**config.mk**
```make
export PLATFORM = sky130hd
export DESIGN_NAME = mem_port_arbiter
export DESIGN_NICKNAME = d
export VERILOG_FILES = /design/src/rtl/mem_port_arbiter.sv
export SDC_FILE = /design/constraint.sdc
export NUM_CORES = 1
export LEC_CHECK = 0
export ABC_CLOCK_PERIOD_IN_PS = 1100
export BUFFER_PORTS_ARGS = -buffer_cell sky130_fd_sc_hd__buf_4
export CELL_PAD_IN_SITES_DETAIL_PLACEMENT = 1
export CELL_PAD_IN_SITES_GLOBAL_PLACEMENT = 1
export CORE_ASPECT_RATIO = 0.6
export CORE_MARGIN = 2
export CORE_UTILIZATION = 13
export CTS_BUF_LIST = sky130_fd_sc_hd__clkbuf_4
export CTS_CLUSTER_SIZE = 12
export DETAILED_ROUTE_END_ITERATION = 8
export PLACE_DENSITY = 0.78
export SLEW_MARGIN = 20
export SYNTH_ARGS = -nofsm -noshare
export SYNTH_HDL_FRONTEND = slang
export SYNTH_SLANG_ARGS = --single-unit
```
**constraint.sdc**
```tcl
create_clock -name clk -period 1.1 [get_ports clk]
set_input_delay 0.165 -clock clk [delete_from_list [all_inputs] [get_ports clk]]
set_output_delay 0.165 -clock clk [all_outputs]
set_load 0.005 [all_outputs]
```
**src/rtl/mem_port_arbiter.sv**
```systemverilog
// mem_port_arbiter
// Lets the instruction-fetch port and the load/store port share one single-port,
// word-addressed memory. The data port has priority. A starvation counter makes
// sure a pending fetch is granted after STARVE_MAX data grants in a row. Read
// data comes back RD_LAT cycles after the grant. A new access can be granted in
// the same cycle that an earlier read returns.
module mem_port_arbiter #(
    parameter int AW         = 10,
    parameter int DW         = 32,
    parameter int RD_LAT     = 1,
    parameter int STARVE_MAX = 4
) (
    input  logic          clk,
    input  logic          reset,

    input  logic          if_req,
    input  logic [AW-1:0] if_addr,
    output logic          if_gnt,
    output logic          if_rvalid,
    output logic [DW-1:0] if_rdata,

    input  logic          d_req,
    input  logic          d_we,
    input  logic [AW-1:0] d_addr,
    input  logic [DW-1:0] d_wdata,
    output logic          d_gnt,
    output logic          d_rvalid,
    output logic [DW-1:0] d_rdata,

    output logic          mem_en,
    output logic          mem_we,
    output logic [AW-1:0] mem_addr,
    output logic [DW-1:0] mem_wdata,
    input  logic [DW-1:0] mem_rdata,

    output logic          busy
);

    localparam int CW = $clog2(RD_LAT + 1);
    localparam int SW = $clog2(STARVE_MAX + 1);

    // Reject parameter values that the latency counter and starvation logic cannot handle.
    generate
        if (RD_LAT < 1 || RD_LAT > 4) begin : g_bad_rd_lat
            $error("mem_port_arbiter: RD_LAT must be in 1..4");
        end
        if (STARVE_MAX < 1) begin : g_bad_starve_max
            $error("mem_port_arbiter: STARVE_MAX must be at least 1");
        end
    endgenerate

    typedef enum logic {
        IDLE    = 1'b0,
        RD_WAIT = 1'b1
    } state_t;

    state_t        state_q, state_d;
    logic          owner_is_d_q, owner_is_d_d;   // 1: the data port owns the outstanding read
    logic [CW-1:0] cnt_q, cnt_d;                 // cycles left until the outstanding read returns
    logic [SW-1:0] starve_q, starve_d;           // data grants in a row while a fetch waited

    logic          rd_return;   // outstanding read returns in this cycle
    logic          arb_open;    // a new access may be granted in this cycle
    logic          if_starved;  // fetch has waited long enough to beat the data port
    logic          win_d;
    logic          win_if;
    logic          rd_grant;    // the granted access is a read

    // Pick the winner. Arbitration is open when idle, or when the outstanding read returns in this cycle.
    always_comb begin
        rd_return  = (state_q == RD_WAIT) && (cnt_q == CW'(1));
        arb_open   = (state_q == IDLE) || rd_return;
        if_starved = if_req && (starve_q == SW'(STARVE_MAX));
        win_d      = arb_open && d_req && !if_starved;
        win_if     = arb_open && if_req && !win_d;
        rd_grant   = win_if || (win_d && !d_we);
    end

    // Next state: latency countdown, read-owner capture, starvation bookkeeping.
    always_comb begin
        state_d      = state_q;
        owner_is_d_d = owner_is_d_q;
        cnt_d        = cnt_q;
        starve_d     = starve_q;

        case (state_q)
            IDLE: begin
                cnt_d = '0;
            end
            RD_WAIT: begin
                cnt_d = cnt_q - CW'(1);
                if (rd_return) begin
                    state_d = IDLE;
                end
            end
            default: begin
                state_d = IDLE;
                cnt_d   = '0;
            end
        endcase

        // A read grant in the return cycle overrides the return to IDLE.
        // A store grant completes at once and leaves the state as decided above.
        if (rd_grant) begin
            state_d      = RD_WAIT;
            cnt_d        = CW'(RD_LAT);
            owner_is_d_d = win_d;
        end

        // The count only grows while a fetch is actually waiting. It saturates at STARVE_MAX.
        if (!if_req || win_if) begin
            starve_d = '0;
        end else if (win_d && (starve_q != SW'(STARVE_MAX))) begin
            starve_d = starve_q + SW'(1);
        end
    end

    // State registers with synchronous active-low reset. Reset drops any read in flight.
    always_ff @(posedge clk) begin
        if (!reset) begin
            state_q      <= IDLE;
            owner_is_d_q <= 1'b0;
            cnt_q        <= '0;
            starve_q     <= '0;
        end else begin
            state_q      <= state_d;
            owner_is_d_q <= owner_is_d_d;
            cnt_q        <= cnt_d;
            starve_q     <= starve_d;
        end
    end

    // Drive the port and memory outputs. Every output is held at zero while reset is asserted.
    always_comb begin
        if_gnt    = 1'b0;
        d_gnt     = 1'b0;
        if_rvalid = 1'b0;
        d_rvalid  = 1'b0;
        if_rdata  = '0;
        d_rdata   = '0;
        mem_en    = 1'b0;
        mem_we    = 1'b0;
        mem_addr  = '0;
        mem_wdata = '0;
        busy      = 1'b0;

        if (reset) begin
            if_gnt = win_if;
            d_gnt  = win_d;
            busy   = (state_q == RD_WAIT);

            if (win_d) begin
                mem_en    = 1'b1;
                mem_we    = d_we;
                mem_addr  = d_addr;
                mem_wdata = d_wdata;
            end else if (win_if) begin
                mem_en    = 1'b1;
                mem_addr  = if_addr;
                mem_wdata = d_wdata;
            end

            if (rd_return) begin
                if (owner_is_d_q) begin
                    d_rvalid = 1'b1;
                    d_rdata  = mem_rdata;
                end else begin
                    if_rvalid = 1'b1;
                    if_rdata  = mem_rdata;
                end
            end
        end
    end

endmodule

```
==> metrics, run 1 <==
outcome complete, but fails checks; failing checks setup timing; final hold vios 0; port buffer count about 200; register area share after synthesis under 10%; Netlist cell types 23; maximum vdd drop roughly 0.21 mV; Routed WL ~7800 µm; met1 Use GR 17.0%; Net count, final 480; Max Cap Violations 0; fraction of layout cells with a size suffix above 1 around four fifths; hold crit path type input pin to register; first-pass GRT wire length about 12,000 µm; setup ws final -0.421 ns; sequential power share 14.7%; Comb pwr share a little under 70%; Initial DRT Pass Iterations 4; post-synthesis cell count ~170; standard-cell rows 26; Setup TNS -26.71 ns; Sw Share between 20% and 30%; cts hold-fix bufs 0; Cell Area, Synth 1140 µm²; Core Area between 8000 and 9000 µm²; minimum clock period between 1.5 and 2 ns; CTS tree yes; commonest non-fill, non-tap cells in the layout 170 x buf_4, 54 x and2_1, 49 x buf_6, 43 x and2_4, 20 x nand3_1; Layout Utilization roughly two fifths; WL/cell 15.7 µm; fmax approximately 0.66 GHz; max_slew headroom a little under nine tenths; Critical Path RT around 0.94 ns; DP HPWL ~5800 µm; Tcrit/Tclk final 138%; post-synthesis sequential element count 5; NetSw ~400 µW; I/O pin cnt slightly above 200; final setup fails 82; Power Dens Cells 387 nW/µm²; busiest grt layer met2; Clk pwr share around 18%; RSZ-0062 raised after global routing true; clk root buf clkbuf_4; Residual DRC 0; largest net degree at the start of global routing 26; crit-path max FO 12; Syn. warnings 0; post-DR vias/cell 4.24; syn nets 262; number of antenna-violating nets in the routed design 0; Clock Path Buffers 2; # H-tree levels 1; GRT Residual Overflow 0; Crit Path Category register to primary output; via count 2,120; syn_area_per_cell between 6 and 7 µm²; crit path DAT 1.36 ns; clk sinks 5; initial antenna violation count 0; Diodes inserted 0; clk_lat worst skew about 0.24 ns; Worst setup EP type primary output; Leak roughly 1.8 nW; vias in the first global route ~2.2k; Area Overhead vs Synth 203%; clk slew on worst S/H paths approximately 0.040 ns; Starting Density 13.4%; RD Place Congestion 0.766; max-slew violation count 0; clk_skew about 0.00024 ns; leading cell type in the layout, fill and taps excluded buf_4; Int Power about 930 µW; GRT Overall Usage 14.8%; detailed router's first-iteration violation count 46; die span in y ~76 µm; GR met2 Demand/Resource approximately 27%; die area between 9000 and 10,000 µm²; die width between 100 and 150 µm; GRT met3 Usage roughly 4.6%; CTS Buf Count 3; Tightest Pin Transition ~0.22 ns; Worst setup SP type register
-- timing repair --
item,CTS,global route
endpoints found under the setup margin,115,92
pin swaps,24,31
resized for setup,65,45
cloned,6,2
setup buffers,5,5
-- cell usage after synthesis --
cell type / number / area share, %
and2_1: 97 / 53
nand3_1: 20 / 8.8
o22ai_1: 11 / 6.1
buf_2: 8 / 3.5
dfxtp_1: 5 / 8.8
buf_4: 4 / 2.6
clkbuf_2: 4 / 1.8
inv_1: 3 / 0.99
ha_1: 2 / 2.2
nand2_1: 2 / 0.66
nor2_1: 2 / 0.66
nor3b_1: 2 / 1.3
a211oi_2: 1 / 1.1
a21boi_2: 1 / 0.99
and3_1: 1 / 0.55
and3_4: 1 / 0.99
and3b_4: 1 / 1.1
and4_1: 1 / 0.77
nand2b_1: 1 / 0.55
nor2b_1: 1 / 0.55
o21a_2: 1 / 0.77
o221a_2: 1 / 0.99
or3b_1: 1 / 0.77
-- worst paths after layout --
kind                            depth (start not counted)         start      endpoint  slack (ns)
worst max register to register                          4   starve_q[0]   starve_q[2]       -0.17
worst max-delay path                                    4  owner_is_d_q  if_rdata[26]       -0.42
worst min register to register                          2   starve_q[0]   starve_q[0]        0.52
worst min-delay path                                    2          d_we         cnt_q        0.14
-- flip-flops by register name, summed over array words and instances (netlist names) --
name	cells
cnt_q	1
owner_is_d_q	1
starve_q	3
-- cells by family (layout without fill, tap and decap cells) --
| kind of cell | Yosys count | count (layout) | share of synthesized area, % |
|---|---|---|---|
| fa+ha+maj | 2 | 2 | 2.20 |
| buf+inv | 19 | 230 | 8.92 |
| simple gates | 130 | 135 | 70.2 |
| flops | 5 | 5 | 8.81 |
| compound gates | 15 | 16 | 9.91 |
-- layout make-up --
type                    instances  area (µm²)
fillers                      1014        5050
clock buffers                   4        30.0
multi-input cells             153        1230
repair buffers                223        1920
well taps                     112         140
inverters                       3        11.3
flip-flops and latches          5         110
-- power by group through the flow --
stage | sequential [mW] | clock [mW] | combinational [mW]
2_1_floorplan | 0.196 | 0 | 0.242
3_3_place_gp | 0.196 | 0 | 0.747
3_5_place_dp | 0.197 | 0 | 0.763
4_1_cts | 0.197 | 0.246 | 0.840
5_1_grt | 0.197 | 0.264 | 0.969
6_report | 0.196 | 0.234 | 0.902
-- per-layer routing --
layer / up-vias / routed length [µm]
met5: - / 0
met4: 0 / 85
met3: 6 / 638
met2: 120 / 4030
met1: 993 / 3090
li1: 1001 / -
-- critical path: stages, from the launching register on --
cell	delay (ns)
dfxtp_4	0.33
and3b_4	0.36
clkbuf_16	0.17
and2_1	0.14
buf_4	0.11
-- stage by stage --
stage / hold WS (ns) / setup WS, ns / instances / power, mW / cell area (µm²)
2_1_floorplan: 0.281 / -0.0313 / 171 / 0.438 / 1230
3_3_place_gp: 0.401 / -0.152 / 479 / 0.943 / 2890
3_5_place_dp: 0.400 / -0.185 / 479 / 0.960 / 2890
4_1_cts: 0.132 / -0.421 / 494 / 1.28 / 3210
5_1_grt: 0.136 / -0.488 / 500 / 1.43 / 3440
6_report: 0.141 / -0.421 / 500 / 1.33 / 3440
No activity file was read; power rests on OpenSTA's default activity.
==> run 2: changes to the inputs <==
MAX_ROUTING_LAYER = met4   (was default)
RECOVER_POWER = 25   (was default)
==> run 2 against run 1 <==
Against the previous run: the flow still finishes with violations (setup timing); first-iteration DRC count down 4.3%; fmax about the same; critical endpoint unchanged; sequential share of layout area unchanged; hold slack worse by 0.0021 ns; count of clock-buffer cells in the layout unchanged; clock skew about the same; worst setup slack worse by 0.0011 ns; utilization unchanged.
==> metrics, run 2 (synthesis gave the netlist of run 1 again) <==
clk_skew 0.000224 ns (was 0.000241 ns); max_slew headroom 85.4% (unchanged); Clock Path Buffers 2 (unchanged); die width 125 µm (unchanged); fin area 3440 µm² (unchanged); fraction of layout cells with a size suffix above 1 78.1% (unchanged); sequential power share 14.7% (about the same); post-DR vias/cell 4.24 (about the same); Crit Path Category register to primary output (unchanged); leading cell type in the layout, fill and taps excluded buf_4 (unchanged); Leak 1.75 nW (about the same); Max Cap Violations 0 (unchanged); CP Cell Sequence and3b_4, clkbuf_16, and2_1, buf_4 (unchanged); Area Overhead vs Synth 203% (unchanged); number of antenna-violating nets in the routed design 0 (unchanged); crit path DAT 1.36 ns (about the same); FF+latch area 110 µm² (unchanged); fmax 0.657 GHz (was 0.658 GHz); CP max stage delay 0.36 ns (about the same); standard-cell rows 26 (unchanged); Core Area 8490 µm² (unchanged); Reg2Reg Depth 4 (unchanged); Net count, final 480 (unchanged); Setup TNS -26.83 ns (was -26.71 ns); clk sinks 5 (unchanged); Worst Hold Depth 2 (unchanged); clk root buf clkbuf_4 (unchanged); Worst setup SP type register (unchanged); final setup fails 82 (unchanged); CTS Buf Count 3 (unchanged); max-slew violation count 0 (unchanged); Critical Path RT 0.94 ns (about the same); Layout Utilization 40.5% (unchanged); Tcrit/Tclk final 138% (about the same); # H-tree levels 1 (unchanged); Clk pwr share 17.7% (was 17.6%); clk_lat worst skew 0.24 ns (about the same); Int Power 932 µW (was 933 µW); initial antenna violation count 0 (unchanged); buffers and inverters on the worst path 2 (unchanged); RD Place Congestion 0.776 (was 0.766); Largest Register starve_q (unchanged); detailed router's first-iteration violation count 44 (was 46); first-pass GRT wire length 11,600 µm (about the same); crit-path max FO 12 (unchanged); hold crit path type input pin to register (unchanged); cell family with most CP delay simple AND/OR/NAND/NOR gates (unchanged); outcome complete, but fails checks (unchanged); Multi-input gate area 1230 µm² (unchanged); Power Dens Cells 388 nW/µm² (was 387 nW/µm²); GRT Residual Overflow 0 (unchanged); WL/cell 15.7 µm (about the same); via count 2,118 (was 2,120); Residual DRC 0 (unchanged); Power, Total 1.33 mW (about the same); cts hold-fix bufs 0 (unchanged); die span in y 76.4 µm (unchanged); GRT Overall Usage 15.2% (was 14.8%); RSZ-0062 raised after global routing true (unchanged); maximum vdd drop 0.215 mV (was 0.214 mV); slowest stage cell on the critical path and3b_4 (unchanged); NetSw 401 µW (was 399 µW); Comb pwr share 67.6% (was 67.7%); I/O pin cnt 202 (unchanged); Diodes inserted 0 (unchanged); failing checks setup timing (unchanged); Starting Density 13.4% (unchanged); CP Depth 4 (unchanged); Worst setup EP type primary output (unchanged); setup ws final -0.422 ns (was -0.421 ns); # fillers 1,014 (unchanged); minimum clock period 1.52 ns (about the same); area post-placement 2890 µm² (unchanged); vias in the first global route 2,193 (was 2,188); final hold vios 0 (unchanged); CTS tree yes (unchanged); commonest non-fill, non-tap cells in the layout 165 x buf_4, 54 x and2_1, 49 x buf_6, 43 x and2_4, 20 x nand3_1 (was 170 x buf_4, 54 x and2_1, 49 x buf_6, 43 x and2_4, 20 x nand3_1); Tightest Pin Transition 0.218 ns (unchanged); DP HPWL 5810 µm (unchanged); largest net degree at the start of global routing 26 (unchanged); biggest regs starve_q: 3 flops, cnt_q: 1 flops, owner_is_d_q: 1 flops (unchanged); Initial DRT Pass Iterations 4 (unchanged); max reg flops 3 (unchanged); port buffer count 201 (unchanged); die area 9530 µm² (unchanged); Sw Share 30.1% (was 30.0%); clk slew on worst S/H paths 0.04 ns (about the same); Routed WL 7830 µm (was 7840 µm)
-- run 2: cell types whose count changed in the layout (fill, tap and decap cells not counted), sizes merged --
cell | before | now
buf | 221 | 216
clkbuf | 6 | 11
-- run 2: power groups by stage --
| stage | combinational (mW) | sequential (mW) | clock (mW) |
|---|---|---|---|
| after floorplan | 0.242 | 0.196 | 0 |
| after global placement | 0.747 | 0.196 | 0 |
| after detailed placement | 0.763 | 0.197 | 0 |
| after CTS | 0.840 | 0.197 | 0.246 |
| after global routing | 0.968 | 0.197 | 0.264 |
| final | 0.902 | 0.196 | 0.235 |
-- run 2: layer usage --
layer | global-route usage (%) | wire length (µm) | vias up
met1 | 17.7 | 3180 | 987
li1 | - | - | 1001
met4 | 2.47 | 85 | 0
met3 | 3.37 | 534 | 6
met5 | - | 0 | -
met2 | 27.3 | 4030 | 124
-- run 2: final cells by class --
type | count | share of cell area (%)
multi-input combinational | 153 | 35.7
inverter | 3 | 0.328
clock buffer | 4 | 0.873
tap | 112 | 4.08
sequential | 5 | 3.20
timing repair buffer | 223 | 55.8
-- run 2: per-stage QoR --
step / instances / worst slack (ns) / hold WS [ns]
finish: 500 / -0.422 / 0.139
global route: 500 / -0.488 / 0.136
CTS: 494 / -0.421 / 0.132
detailed placement: 479 / -0.185 / 0.400
global placement: 479 / -0.152 / 0.401
floorplan: 171 / -0.0313 / 0.281
-- run 2: final timing paths --
check	start	end	slack (ns)
worst min register to register	starve_q[0]	starve_q[0]	0.52
worst max register to register	starve_q[0]	starve_q[2]	-0.17
worst min-delay path	d_we	cnt_q	0.14
worst max-delay path	owner_is_d_q	if_rdata[26]	-0.42
-- run 2: what timing repair did --
| action | in CTS | in global routing |
|---|---|---|
| buffers inserted | 5 | 5 |
| endpoints found under the hold margin | 0 | 0 |
| gates resized for setup | 65 | 45 |
| pin swaps | 24 | 31 |
| setup endpoints to repair | 115 | 92 |
| cloned | 6 | 2 |
==> run 3: changes to the inputs <==
SKIP_LAST_GASP = 1   (was default)
==> run 3 against run 2 <==
Against the previous run: critical path type unchanged; clock power about the same; count of clock-buffer cells in the layout unchanged; combinational power down 2%; largest power group unchanged; the run still ends with setup timing left; design area down 1.1%; largest cell class unchanged.
==> metrics, run 3 (synthesis gave the netlist of run 1 again) <==
CP startpoint owner_is_d_q (unchanged); Max Cap Violations 0 (unchanged); clk_lat worst skew 0.24 ns (about the same); cts hold-fix bufs 0 (unchanged); setup ws final -0.418 ns (was -0.422 ns); via count 2,112 (was 2,118); biggest regs starve_q: 3 flops, cnt_q: 1 flops, owner_is_d_q: 1 flops (unchanged); Worst setup SP type register (unchanged); worst slack, placed -0.185 ns (unchanged); Initial DRT Pass Iterations 4 (unchanged); Post-Layout Cell Count 500 (unchanged); FF-to-FF setup slack -0.17 ns (about the same); Setup TNS -27.26 ns (was -26.83 ns); max_slew headroom 85.4% (about the same); hold crit path type input pin to register (unchanged); clk_skew 0.000252 ns (was 0.000224 ns); initial antenna violation count 0 (unchanged); Clock Path Buffers 2 (unchanged); Crit Reg-Reg Endpoint starve_q[2] (unchanged); Area Overhead vs Synth 199% (was 203%); Hold Crit Endpoint cnt_q (unchanged); M1 WL 3280 µm (was 3180 µm); I/O pin cnt 202 (unchanged); dpl cells 479 (unchanged); largest net degree at the start of global routing 26 (unchanged); Power Dens Cells 387 nW/µm² (was 388 nW/µm²); Crit Reg-Reg Startpoint starve_q[0] (unchanged); first-pass GRT wire length 11,600 µm (about the same); post-DR vias/cell 4.22 (was 4.24); Leak 1.74 nW (was 1.75 nW); Routed WL 7910 µm (was 7830 µm); Reg2Reg Depth 4 (unchanged); WL/cell 15.8 µm (was 15.7 µm); outcome complete, but fails checks (unchanged); Comb pwr share 67.2% (was 67.6%); highest routed layer met4 (unchanged); NetSw 398 µW (was 401 µW); DP HPWL 5810 µm (unchanged); fraction of layout cells with a size suffix above 1 76.5% (was 78.1%); failing checks setup timing (unchanged); Net count, final 480 (unchanged); commonest non-fill, non-tap cells in the layout 169 x buf_4, 60 x and2_1, 48 x buf_6, 37 x and2_4, 20 x nand3_1 (was 165 x buf_4, 54 x and2_1, 49 x buf_6, 43 x and2_4, 20 x nand3_1); vias in the first global route 2,185 (was 2,193); Residual DRC 0 (unchanged); met2 WL 4070 µm (was 4030 µm); GRT Overall Usage 15.3% (was 15.2%); CTS tree yes (unchanged); clk sinks 5 (unchanged); Starting Density 13.4% (unchanged); Clk pwr share 17.8% (was 17.7%); max-slew violation count 0 (unchanged); max reg flops 3 (unchanged); port buffer count 201 (unchanged); Largest Register starve_q (unchanged); clk root buf clkbuf_4 (unchanged); Critical Path RT 0.94 ns (about the same); # H-tree levels 1 (unchanged); die width 125 µm (unchanged); sequential power share 15.0% (was 14.7%); final setup fails 82 (unchanged); Worst setup EP type primary output (unchanged); fmax 0.659 GHz (was 0.657 GHz); standard-cell rows 26 (unchanged); final hold vios 0 (unchanged); maximum vdd drop 0.215 mV (about the same); Int Power 919 µW (was 932 µW); die area 9530 µm² (unchanged); crit-path max FO 6 (was 12); Diodes inserted 0 (unchanged); RD Place Congestion 0.776 (unchanged); Hold Path Origin d_we (unchanged); Crit Path Category register to primary output (unchanged); GRT Residual Overflow 0 (unchanged); Tcrit/Tclk final 138% (about the same); Core Area 8490 µm² (unchanged); number of antenna-violating nets in the routed design 0 (unchanged); leading cell type in the layout, fill and taps excluded buf_4 (unchanged); detailed router's first-iteration violation count 43 (was 44); crit path DAT 1.35 ns (was 1.36 ns); metal3 WL 490 µm (was 534 µm); RSZ-0062 raised after global routing true (unchanged); minimum clock period 1.52 ns (about the same); clk slew on worst S/H paths 0.04 ns (about the same); CTS Buf Count 3 (unchanged); Worst Hold Depth 2 (unchanged); die span in y 76.4 µm (unchanged); worst hold margin 0.141 ns (was 0.139 ns); Sw Share 30.2% (was 30.1%); Tightest Pin Transition 0.219 ns (was 0.218 ns)
-- run 3: through the flow --
stage	util [%]	power, mW	cell area (µm²)
after floorplan	-	0.438	1230
after global placement	34.0	0.943	2890
after detailed placement	34.0	0.960	2890
after CTS	37.3	1.28	3170
after global routing	40.1	1.41	3400
final	40.1	1.32	3400
-- run 3: how the worst max path moves through the flow --
stage                         to  slack (ns)  depth (start not counted)
floorplan            mem_addr[0]       -0.03                          5
CTS                  mem_addr[9]       -0.42                          6
detailed placement        mem_we       -0.18                          5
global placement          mem_we       -0.15                          5
global route         mem_addr[8]       -0.47                          6
finish              if_rdata[11]       -0.42                          4
-- run 3: final cells by class --
type,instances,area [µm²]
clock buffers,4,30.0
fillers,1023,5090
inverters,3,11.3
multi-input cells,153,1210
flip-flops and latches,5,110
well taps,112,140
repair buffers,223,1900
-- run 3: power groups by stage --
stage	clock network [mW]	registers, mW	logic [mW]
2_1_floorplan	0	0.196	0.242
3_3_place_gp	0	0.196	0.747
3_5_place_dp	0	0.197	0.763
4_1_cts	0.246	0.196	0.834
5_1_grt	0.264	0.199	0.952
6_report	0.234	0.198	0.885
-- run 3: per-layer routing --
metal	GRT usage, %	vias to the layer above
met3	3.09	4
met5	-	-
met2	27.5	120
li1	-	998
met4	2.47	0
met1	17.9	990
-- run 3: what timing repair did --
item,in CTS,in global routing
cloned,6,2
endpoints found under the hold margin,0,0
pin swaps,24,25
setup endpoints to repair,115,92
gates resized for setup,49,53
setup buffers,5,5
-- run 3: critical path, cell delays in order, from the launching register on --
cell and delay [ns]:
dfxtp_4 0.34, and3b_4 0.37, clkbuf_16 0.17, and2_1 0.13, buf_4 0.11
